`config.mk`:
```
export PLATFORM = sky130hd
export DESIGN_NAME = mem_write_queue_flat
export DESIGN_NICKNAME = d
export VERILOG_FILES = /design/src/rtl/mem_write_queue_pkg.sv /design/src/rtl/mem_write_queue_if.sv /design/src/rtl/mem_write_queue_sync_fifo.sv /design/src/rtl/mem_write_queue.sv /design/src/flat_wrapper.sv
export SDC_FILE = /design/constraint.sdc
export NUM_CORES = 1
export LEC_CHECK = 0
export BUFFER_PORTS_ARGS = -buffer_cell sky130_fd_sc_hd__buf_2
export CORE_UTILIZATION = 30
export DETAILED_ROUTE_END_ITERATION = 10
export HOLD_SLACK_MARGIN = 0.08
export PLACE_DENSITY = 0.58
export SLEW_MARGIN = 20
export SYNTH_ARGS = -nofsm -noshare
export SYNTH_HDL_FRONTEND = slang
export SYNTH_SLANG_ARGS = --single-unit
export TNS_END_PERCENT = 1
```
`constraint.sdc`:
```
create_clock -name clk -period 3.5 [get_ports clk]
set_clock_uncertainty 0.1 [all_clocks]
set_input_delay 0.7 -clock clk [delete_from_list [all_inputs] [get_ports clk]]
set_output_delay 0.7 -clock clk [all_outputs]
set_load 0.05 [all_outputs]
```
`src/rtl/mem_write_queue_pkg.sv`:
```
// Shared definitions for the decoder-to-memory write buffer: drain FSM encoding,
// the packed write-entry layout and the default bus widths.
package mem_write_queue_pkg;

   localparam int DEFAULT_ADDRESS_SIZE = 16;
   localparam int DEFAULT_DATA_SIZE    = 32;
   localparam int DEFAULT_DEPTH        = 4;
   localparam int DEFAULT_GAP_CYCLES   = 2;

   typedef enum logic [1:0] {
      ST_IDLE  = 2'd0,
      ST_ISSUE = 2'd1,
      ST_GAP   = 2'd2
   } drain_state_e;

   // Address sits in the upper bits so {address, data} concatenations line up with this type.
   typedef struct packed {
      logic [DEFAULT_ADDRESS_SIZE-1:0] address;
      logic [DEFAULT_DATA_SIZE-1:0]    data;
   } write_entry_t;

   function automatic int entry_width(input int address_size, input int data_size);
      return address_size + data_size;
   endfunction

endpackage

```
`src/rtl/mem_write_queue_if.sv`:
```
// Decoder-side write strobe and memory-side replay bus of the write buffer.
// The slave modport is the queue's view; master is the decoder/memory environment.
interface mem_write_queue_if
   import mem_write_queue_pkg::*;
#(
   parameter int ADDRESS_SIZE = DEFAULT_ADDRESS_SIZE,
   parameter int DATA_SIZE    = DEFAULT_DATA_SIZE,
   parameter int DEPTH        = DEFAULT_DEPTH
);

   logic                      start_in;
   logic [ADDRESS_SIZE-1:0]   address_in;
   logic [DATA_SIZE-1:0]      data_in;
   logic                      full;
   logic                      start_for_memory;
   logic [ADDRESS_SIZE-1:0]   address_for_memory;
   logic [DATA_SIZE-1:0]      data_for_memory;
   logic [$clog2(DEPTH):0]    count;
   logic                      overflow;
   logic [7:0]                drop_count;
   logic                      idle;

   modport slave (
      input  start_in,
      input  address_in,
      input  data_in,
      output full,
      output start_for_memory,
      output address_for_memory,
      output data_for_memory,
      output count,
      output overflow,
      output drop_count,
      output idle
   );

   modport master (
      output start_in,
      output address_in,
      output data_in,
      input  full,
      input  start_for_memory,
      input  address_for_memory,
      input  data_for_memory,
      input  count,
      input  overflow,
      input  drop_count,
      input  idle
   );

endinterface

```
`src/rtl/mem_write_queue_sync_fifo.sv`:
```
// Circular FIFO holding queued write entries; the read port is registered and
// its register doubles as the memory-facing address/data holding register.
module mem_write_queue_sync_fifo #(
   parameter int WIDTH = 48,
   parameter int DEPTH = 4
) (
   input  logic                   clk,
   input  logic                   rst_n,
   input  logic                   push,
   input  logic [WIDTH-1:0]       push_data,
   input  logic                   pop,
   output logic [WIDTH-1:0]       pop_data,
   output logic [$clog2(DEPTH):0] count,
   output logic                   full,
   output logic                   empty
);

   localparam int PW = $clog2(DEPTH);
   localparam logic [PW:0] FULL_COUNT = (PW+1)'(DEPTH);

   logic [WIDTH-1:0] mem_reg [DEPTH];
   logic [PW-1:0]    wr_ptr_reg;
   logic [PW-1:0]    rd_ptr_reg;
   logic [PW:0]      count_reg;
   logic [PW:0]      count_next;
   logic [WIDTH-1:0] pop_data_reg;
   logic             do_push;
   logic             do_pop;

   assign do_push = push && (count_reg != FULL_COUNT);
   assign do_pop  = pop && (count_reg != '0);

   // Storage carries no reset so it can map onto RAM; pointers alone define validity.
   always_ff @(posedge clk) begin
      if (do_push) begin
         mem_reg[wr_ptr_reg] <= push_data;
      end
   end

   always_comb begin
      count_next = count_reg;
      case ({do_push, do_pop})
         2'b10:   count_next = count_reg + 1'b1;
         2'b01:   count_next = count_reg - 1'b1;
         default: count_next = count_reg;
      endcase
   end

   always_ff @(posedge clk or negedge rst_n) begin
      if (!rst_n) begin
         wr_ptr_reg   <= '0;
         rd_ptr_reg   <= '0;
         count_reg    <= '0;
         pop_data_reg <= '0;
      end else begin
         count_reg <= count_next;
         if (do_push) begin
            wr_ptr_reg <= wr_ptr_reg + 1'b1;
         end
         if (do_pop) begin
            pop_data_reg <= mem_reg[rd_ptr_reg];
            rd_ptr_reg   <= rd_ptr_reg + 1'b1;
         end
      end
   end

   assign pop_data = pop_data_reg;
   assign count    = count_reg;
   assign full     = (count_reg == FULL_COUNT);
   assign empty    = (count_reg == '0);

endmodule

```
`src/rtl/mem_write_queue.sv`:
```
// Write buffer between decoder and data memory: accepts one write per strobe,
// replays queued writes at one strobe per 1+GAP_CYCLES cycles, and counts drops.
module mem_write_queue
   import mem_write_queue_pkg::*;
#(
   parameter int ADDRESS_SIZE = DEFAULT_ADDRESS_SIZE,
   parameter int DATA_SIZE    = DEFAULT_DATA_SIZE,
   parameter int DEPTH        = DEFAULT_DEPTH,
   parameter int GAP_CYCLES   = DEFAULT_GAP_CYCLES
) (
   input  logic               clk,
   input  logic               reset,
   mem_write_queue_if.slave   bus
);

   localparam int ENTRY_W = entry_width(ADDRESS_SIZE, DATA_SIZE);
   localparam int CW      = $clog2(DEPTH) + 1;
   localparam int GAP_W   = $clog2(GAP_CYCLES + 1);
   localparam logic [GAP_W-1:0] GAP_LOAD = GAP_W'(GAP_CYCLES - 1);

   drain_state_e     state_reg;
   drain_state_e     state_next;
   logic [GAP_W-1:0] gap_reg;
   logic [GAP_W-1:0] gap_next;
   logic             start_reg;
   logic             start_next;
   logic             overflow_reg;
   logic [7:0]       drop_count_reg;

   logic             push;
   logic             drop;
   logic             pop;
   logic             fifo_full;
   logic             fifo_empty;
   logic [CW-1:0]    fifo_count;
   logic [ENTRY_W-1:0] head;

   // A strobe seen while full is lost even if the drain frees a slot on the same edge.
   assign push = bus.start_in && !fifo_full;
   assign drop = bus.start_in && fifo_full;

   mem_write_queue_sync_fifo #(
      .WIDTH (ENTRY_W),
      .DEPTH (DEPTH)
   ) u_fifo (
      .clk       (clk),
      .rst_n     (reset),
      .push      (push),
      .push_data ({bus.address_in, bus.data_in}),
      .pop       (pop),
      .pop_data  (head),
      .count     (fifo_count),
      .full      (fifo_full),
      .empty     (fifo_empty)
   );

   always_comb begin
      state_next = state_reg;
      gap_next   = gap_reg;
      pop        = 1'b0;
      start_next = 1'b0;
      case (state_reg)
         ST_IDLE: begin
            if (!fifo_empty) begin
               pop        = 1'b1;
               start_next = 1'b1;
               state_next = ST_ISSUE;
            end
         end
         ST_ISSUE: begin
            state_next = ST_GAP;
            gap_next   = GAP_LOAD;
         end
         ST_GAP: begin
            // Back-to-back issue straight from GAP keeps the sustained 1+GAP_CYCLES rate.
            if (gap_reg == '0) begin
               if (!fifo_empty) begin
                  pop        = 1'b1;
                  start_next = 1'b1;
                  state_next = ST_ISSUE;
               end else begin
                  state_next = ST_IDLE;
               end
            end else begin
               gap_next = gap_reg - 1'b1;
            end
         end
         default: begin
            state_next = ST_IDLE;
         end
      endcase
   end

   always_ff @(posedge clk or negedge reset) begin
      if (!reset) begin
         state_reg <= ST_IDLE;
         gap_reg   <= '0;
         start_reg <= 1'b0;
      end else begin
         state_reg <= state_next;
         gap_reg   <= gap_next;
         start_reg <= start_next;
      end
   end

   always_ff @(posedge clk or negedge reset) begin
      if (!reset) begin
         overflow_reg   <= 1'b0;
         drop_count_reg <= '0;
      end else if (drop) begin
         overflow_reg <= 1'b1;
         if (drop_count_reg != 8'hFF) begin
            drop_count_reg <= drop_count_reg + 1'b1;
         end
      end
   end

   assign bus.full               = fifo_full;
   assign bus.count              = fifo_count;
   assign bus.start_for_memory   = start_reg;
   assign bus.address_for_memory = head[ENTRY_W-1:DATA_SIZE];
   assign bus.data_for_memory    = head[DATA_SIZE-1:0];
   assign bus.overflow           = overflow_reg;
   assign bus.drop_count         = drop_count_reg;
   assign bus.idle               = fifo_empty && (state_reg == ST_IDLE);

endmodule
```
`src/flat_wrapper.sv`:
```
// flat-port wrapper written by rule: the top's interface ports become plain ports
module mem_write_queue_flat import mem_write_queue_pkg::*;
#(
   parameter int ADDRESS_SIZE = DEFAULT_ADDRESS_SIZE,
   parameter int DATA_SIZE    = DEFAULT_DATA_SIZE,
   parameter int DEPTH        = DEFAULT_DEPTH,
   parameter int GAP_CYCLES   = DEFAULT_GAP_CYCLES
)
  (clk, reset, bus_start_in, bus_address_in, bus_data_in, bus_full, bus_start_for_memory, bus_address_for_memory, bus_data_for_memory, bus_count, bus_overflow, bus_drop_count, bus_idle);
  mem_write_queue_if #(.ADDRESS_SIZE(ADDRESS_SIZE), .DATA_SIZE(DATA_SIZE), .DEPTH(DEPTH)) bus_i ();
  input  logic clk;
  input  logic reset;
  input wire logic [$bits(bus_i.start_in)-1:0] bus_start_in;
  input wire logic [$bits(bus_i.address_in)-1:0] bus_address_in;
  input wire logic [$bits(bus_i.data_in)-1:0] bus_data_in;
  output wire logic [$bits(bus_i.full)-1:0] bus_full;
  output wire logic [$bits(bus_i.start_for_memory)-1:0] bus_start_for_memory;
  output wire logic [$bits(bus_i.address_for_memory)-1:0] bus_address_for_memory;
  output wire logic [$bits(bus_i.data_for_memory)-1:0] bus_data_for_memory;
  output wire logic [$bits(bus_i.count)-1:0] bus_count;
  output wire logic [$bits(bus_i.overflow)-1:0] bus_overflow;
  output wire logic [$bits(bus_i.drop_count)-1:0] bus_drop_count;
  output wire logic [$bits(bus_i.idle)-1:0] bus_idle;
  assign bus_i.start_in = bus_start_in;
  assign bus_i.address_in = bus_address_in;
  assign bus_i.data_in = bus_data_in;
  assign bus_full = bus_i.full;
  assign bus_start_for_memory = bus_i.start_for_memory;
  assign bus_address_for_memory = bus_i.address_for_memory;
  assign bus_data_for_memory = bus_i.data_for_memory;
  assign bus_count = bus_i.count;
  assign bus_overflow = bus_i.overflow;
  assign bus_drop_count = bus_i.drop_count;
  assign bus_idle = bus_i.idle;
  mem_write_queue #(.ADDRESS_SIZE(ADDRESS_SIZE), .DATA_SIZE(DATA_SIZE), .DEPTH(DEPTH), .GAP_CYCLES(GAP_CYCLES)) u_core (.clk(clk), .reset(reset), .bus(bus_i));
endmodule
```
==> flow_metrics.env <==
export IMPL_synth_async_sr_flop_share=0.2644
export IMPL_finalCriticalPeriod_ps=2812
export IMPL_cp_end_kind="primary output"
export IMPL_fin_util=0.3723
export IMPL_reg2reg_depth=8
export IMPL_whs_path_depth=1
export IMPL_hold_viol=0
export IMPL_r2r_end="u_core.u_fifo.count[2]"
export IMPL_path_class="flip-flop to primary output"
export IMPL_fmax_mhz=355.6
export IMPL_pwr_share_clk=0.236
export IMPL_crit_required_ps=2700
export IMPL_drv_cap=0
export IMPL_die_x_um=182.9
export IMPL_power_total_mw=11.69
export IMPL_yosysTopAreaCell="edfxtp_1"
export IMPL_ir_drop_uv=462.7
export IMPL_path_clk_slew_ps=60
export IMPL_power_net_switching_mw=4.198
export IMPL_ys_types=39
export IMPL_final_fill_count=3009
export IMPL_die_h_um=182.9
export IMPL_routabilityCongestion=0.7256
export IMPL_swShare=0.3591
export IMPL_postLayoutCellArea_um2=11870
export IMPL_ant_nets=0
export IMPL_grt_pass1_wl_um=30660
export IMPL_combPwrFrac=0.357
export IMPL_start_util=0.3081
export IMPL_firstDrtPassIters=4
export IMPL_finalSetupTns_ps=0
export IMPL_drive_above_1_share=0.4464
export IMPL_io_buffers=113
export IMPL_clk_latency_ps=530
export IMPL_wl_per_cell_um=18.79
export IMPL_yosysMostFrequentCell="edfxtp_1"
export IMPL_ctsHtreeMaxLevel=1
export IMPL_startpoint_type="flip-flop"
export IMPL_power_density_nw_per_um2=985.0
export IMPL_syn_nets=516
export IMPL_dp_cells=998
export IMPL_clockBufferDepth=3
export IMPL_final_setup_viol_count=0
export IMPL_syn_area_per_cell_um2=21.49
export IMPL_pwr_share_seq=0.408
export IMPL_drt_total_wl_um=19760
export IMPL_dp_final_hpwl_um=12350
export IMPL_finalWorstSetupSlack_ps=687.6
export IMPL_max_slew_worst_pin_slew_ps=775.4
export IMPL_synth_edf_count=192
export IMPL_min_delay_path_class="input pin to flip-flop"
export IMPL_overflow=0
export IMPL_slew_viol_final=0
export IMPL_place_ws_ps=1029
export IMPL_clock_sinks=261
export IMPL_cts_repair_resized=0
export IMPL_via_per_inst=4.455
export IMPL_p_leak_nw=4.292
export IMPL_hold_ws_ps=289.5
export IMPL_r2r_start="u_core.u_fifo.count[1]"
export IMPL_synth_ff_type="edfxtp_1"
export IMPL_cts_made_buffers=29
export IMPL_antenna_found_initial=3
export IMPL_max_slew_margin=0.4831
export IMPL_period_share=0.8035
export IMPL_outcome="finished, final reports clean"
export IMPL_p_int_mw=7.492
export IMPL_synth_seq_cells=261
export IMPL_grt_max_degree=50
export IMPL_yosys_warnings=0
export IMPL_gr_usage_all_layers=0.1212
export IMPL_syn_inst=457
export IMPL_cts_setup_buffers=0
export IMPL_rows=65
export IMPL_netlist_top_cells_count="edfxtp_1 (192), dfrtp_1 (69), mux2_2 (53), mux4_2 (48), inv_1 (10)"
export IMPL_dr_first_iter_drc_count=182
export IMPL_largest_register_ffs=192
export IMPL_vias=4687
export IMPL_rsz0062_at_grt="no"
export IMPL_coreArea_um2=31880
export IMPL_drc=0
export IMPL_ios=114
export IMPL_ys_seq_area_frac=0.7628
export IMPL_nets=654
export IMPL_netlist_area_leader_share=0.5870
export IMPL_syn_area_um2=9822
export IMPL_synthToLayoutAreaGrowth_pct=20.83
export IMPL_r2r_slack_ps=1050
export IMPL_critical_path_peak_fanout=7
export IMPL_min_from="bus_data_in[26]"
export IMPL_cp_data_arrival_time_ps=2010
export IMPL_synthTopCellsByArea="edfxtp_1 (59%), dfrtp_1 (18%), mux4_2 (11%), mux2_2 (6.1%), ha_1 (0.89%)"
export IMPL_cts_tree="built"
export IMPL_grt_pass1_vias=5231
export IMPL_min_to="u_core.u_fifo.mem_reg[1][26]"
export IMPL_instances_no_fill=1052
export IMPL_placed_cell_area_um2=10980
export IMPL_root_buffer="clkbuf_16"
export IMPL_dieArea_um2=33470
[cell families (layout without fill, tap and decap cells)]
family / count (synthesis) / in the layout / share of synthesized area
adders and majority gates: 8 / 8 / 0.01096
buffers and inverters: 28 / 187 / 0.01516
muxes: 103 / 103 / 0.1730
xor gates and xnor gates: 7 / 7 / 0.006242
DFF: 261 / 261 / 0.7628
other: 0 / 1 / 0
and+or+nand+nor: 40 / 40 / 0.02446
AOI/OAI and AO/OA: 10 / 10 / 0.007389
[cells in the final DEF, fill, tap and decap left out, types with 5 or more instances in the layout]
master | synthesis | routed
buf_12 | 0 | 5
buf_2 | 8 | 112
buf_4 | 1 | 7
clkbuf_1 | 5 | 6
clkbuf_16 | 0 | 29
clkinv_1 | 0 | 6
clkinv_2 | 0 | 7
dfrtp_1 | 69 | 67
edfxtp_1 | 192 | 192
ha_1 | 7 | 7
inv_1 | 10 | 10
mux2_2 | 53 | 53
mux4_2 | 48 | 48
nand2_1 | 9 | 9
[worst max path at each step]
stage / startpoint / to / slack, ps / cells after the start
2_1_floorplan: u_core.u_fifo.count[1] / bus_idle / 540 / 2
3_3_place_gp: u_core.gap_reg[0] / u_core.u_fifo.pop_data[40] / 1140 / 6
3_5_place_dp: u_core.u_fifo.count[1] / u_core.u_fifo.count[2] / 1030 / 8
4_1_cts: u_core.u_fifo.count[1] / bus_idle / 690 / 3
5_1_grt: u_core.u_fifo.count[1] / bus_idle / 620 / 3
6_report: u_core.u_fifo.count[1] / bus_idle / 690 / 3
[metal layers]
layer	track usage	vias to the layer above	routed length, um
met1	0.1487	2429	8219
met2	0.2157	103	10090
li1	-	2114	-
met5	0	-	38
met4	0.02733	6	402
met3	0.02879	35	1011
[power groups by stage]
stage	Combinational (mW)	Clock [mW]	Sequential, mW
5_1_grt	4.47	2.96	4.88
3_3_place_gp	4.18	0	4.79
3_5_place_dp	4.26	0	4.85
6_report	4.17	2.75	4.76
2_1_floorplan	2.17	0	5.76
4_1_cts	4.28	2.84	4.79
[final cells by class]
cell class | count | area (um^2) | area share
antenna | 1 | 2.502 | 0.0002109
clock buffer | 37 | 775.7 | 0.06537
clock inverter | 15 | 95.09 | 0.008013
inverter | 10 | 37.54 | 0.003163
multi-input combinational | 168 | 2192 | 0.1847
sequential | 261 | 7497 | 0.6317
tap | 435 | 544.3 | 0.04586
timing repair buffer | 125 | 723.2 | 0.06094
[timing repair]
action                                 in CTS  in global routing
setup endpoints to repair                   0                  0
hold buffers                                1                  0
endpoints found under the hold margin      20                  0
[critical path, stage by stage, from the launching register on]
cell	delay, ps
dfrtp_1	450
nor3_2	430
nor3b_1	280
buf_2	330
Note: power is estimated with default switching activity, not from simulation.
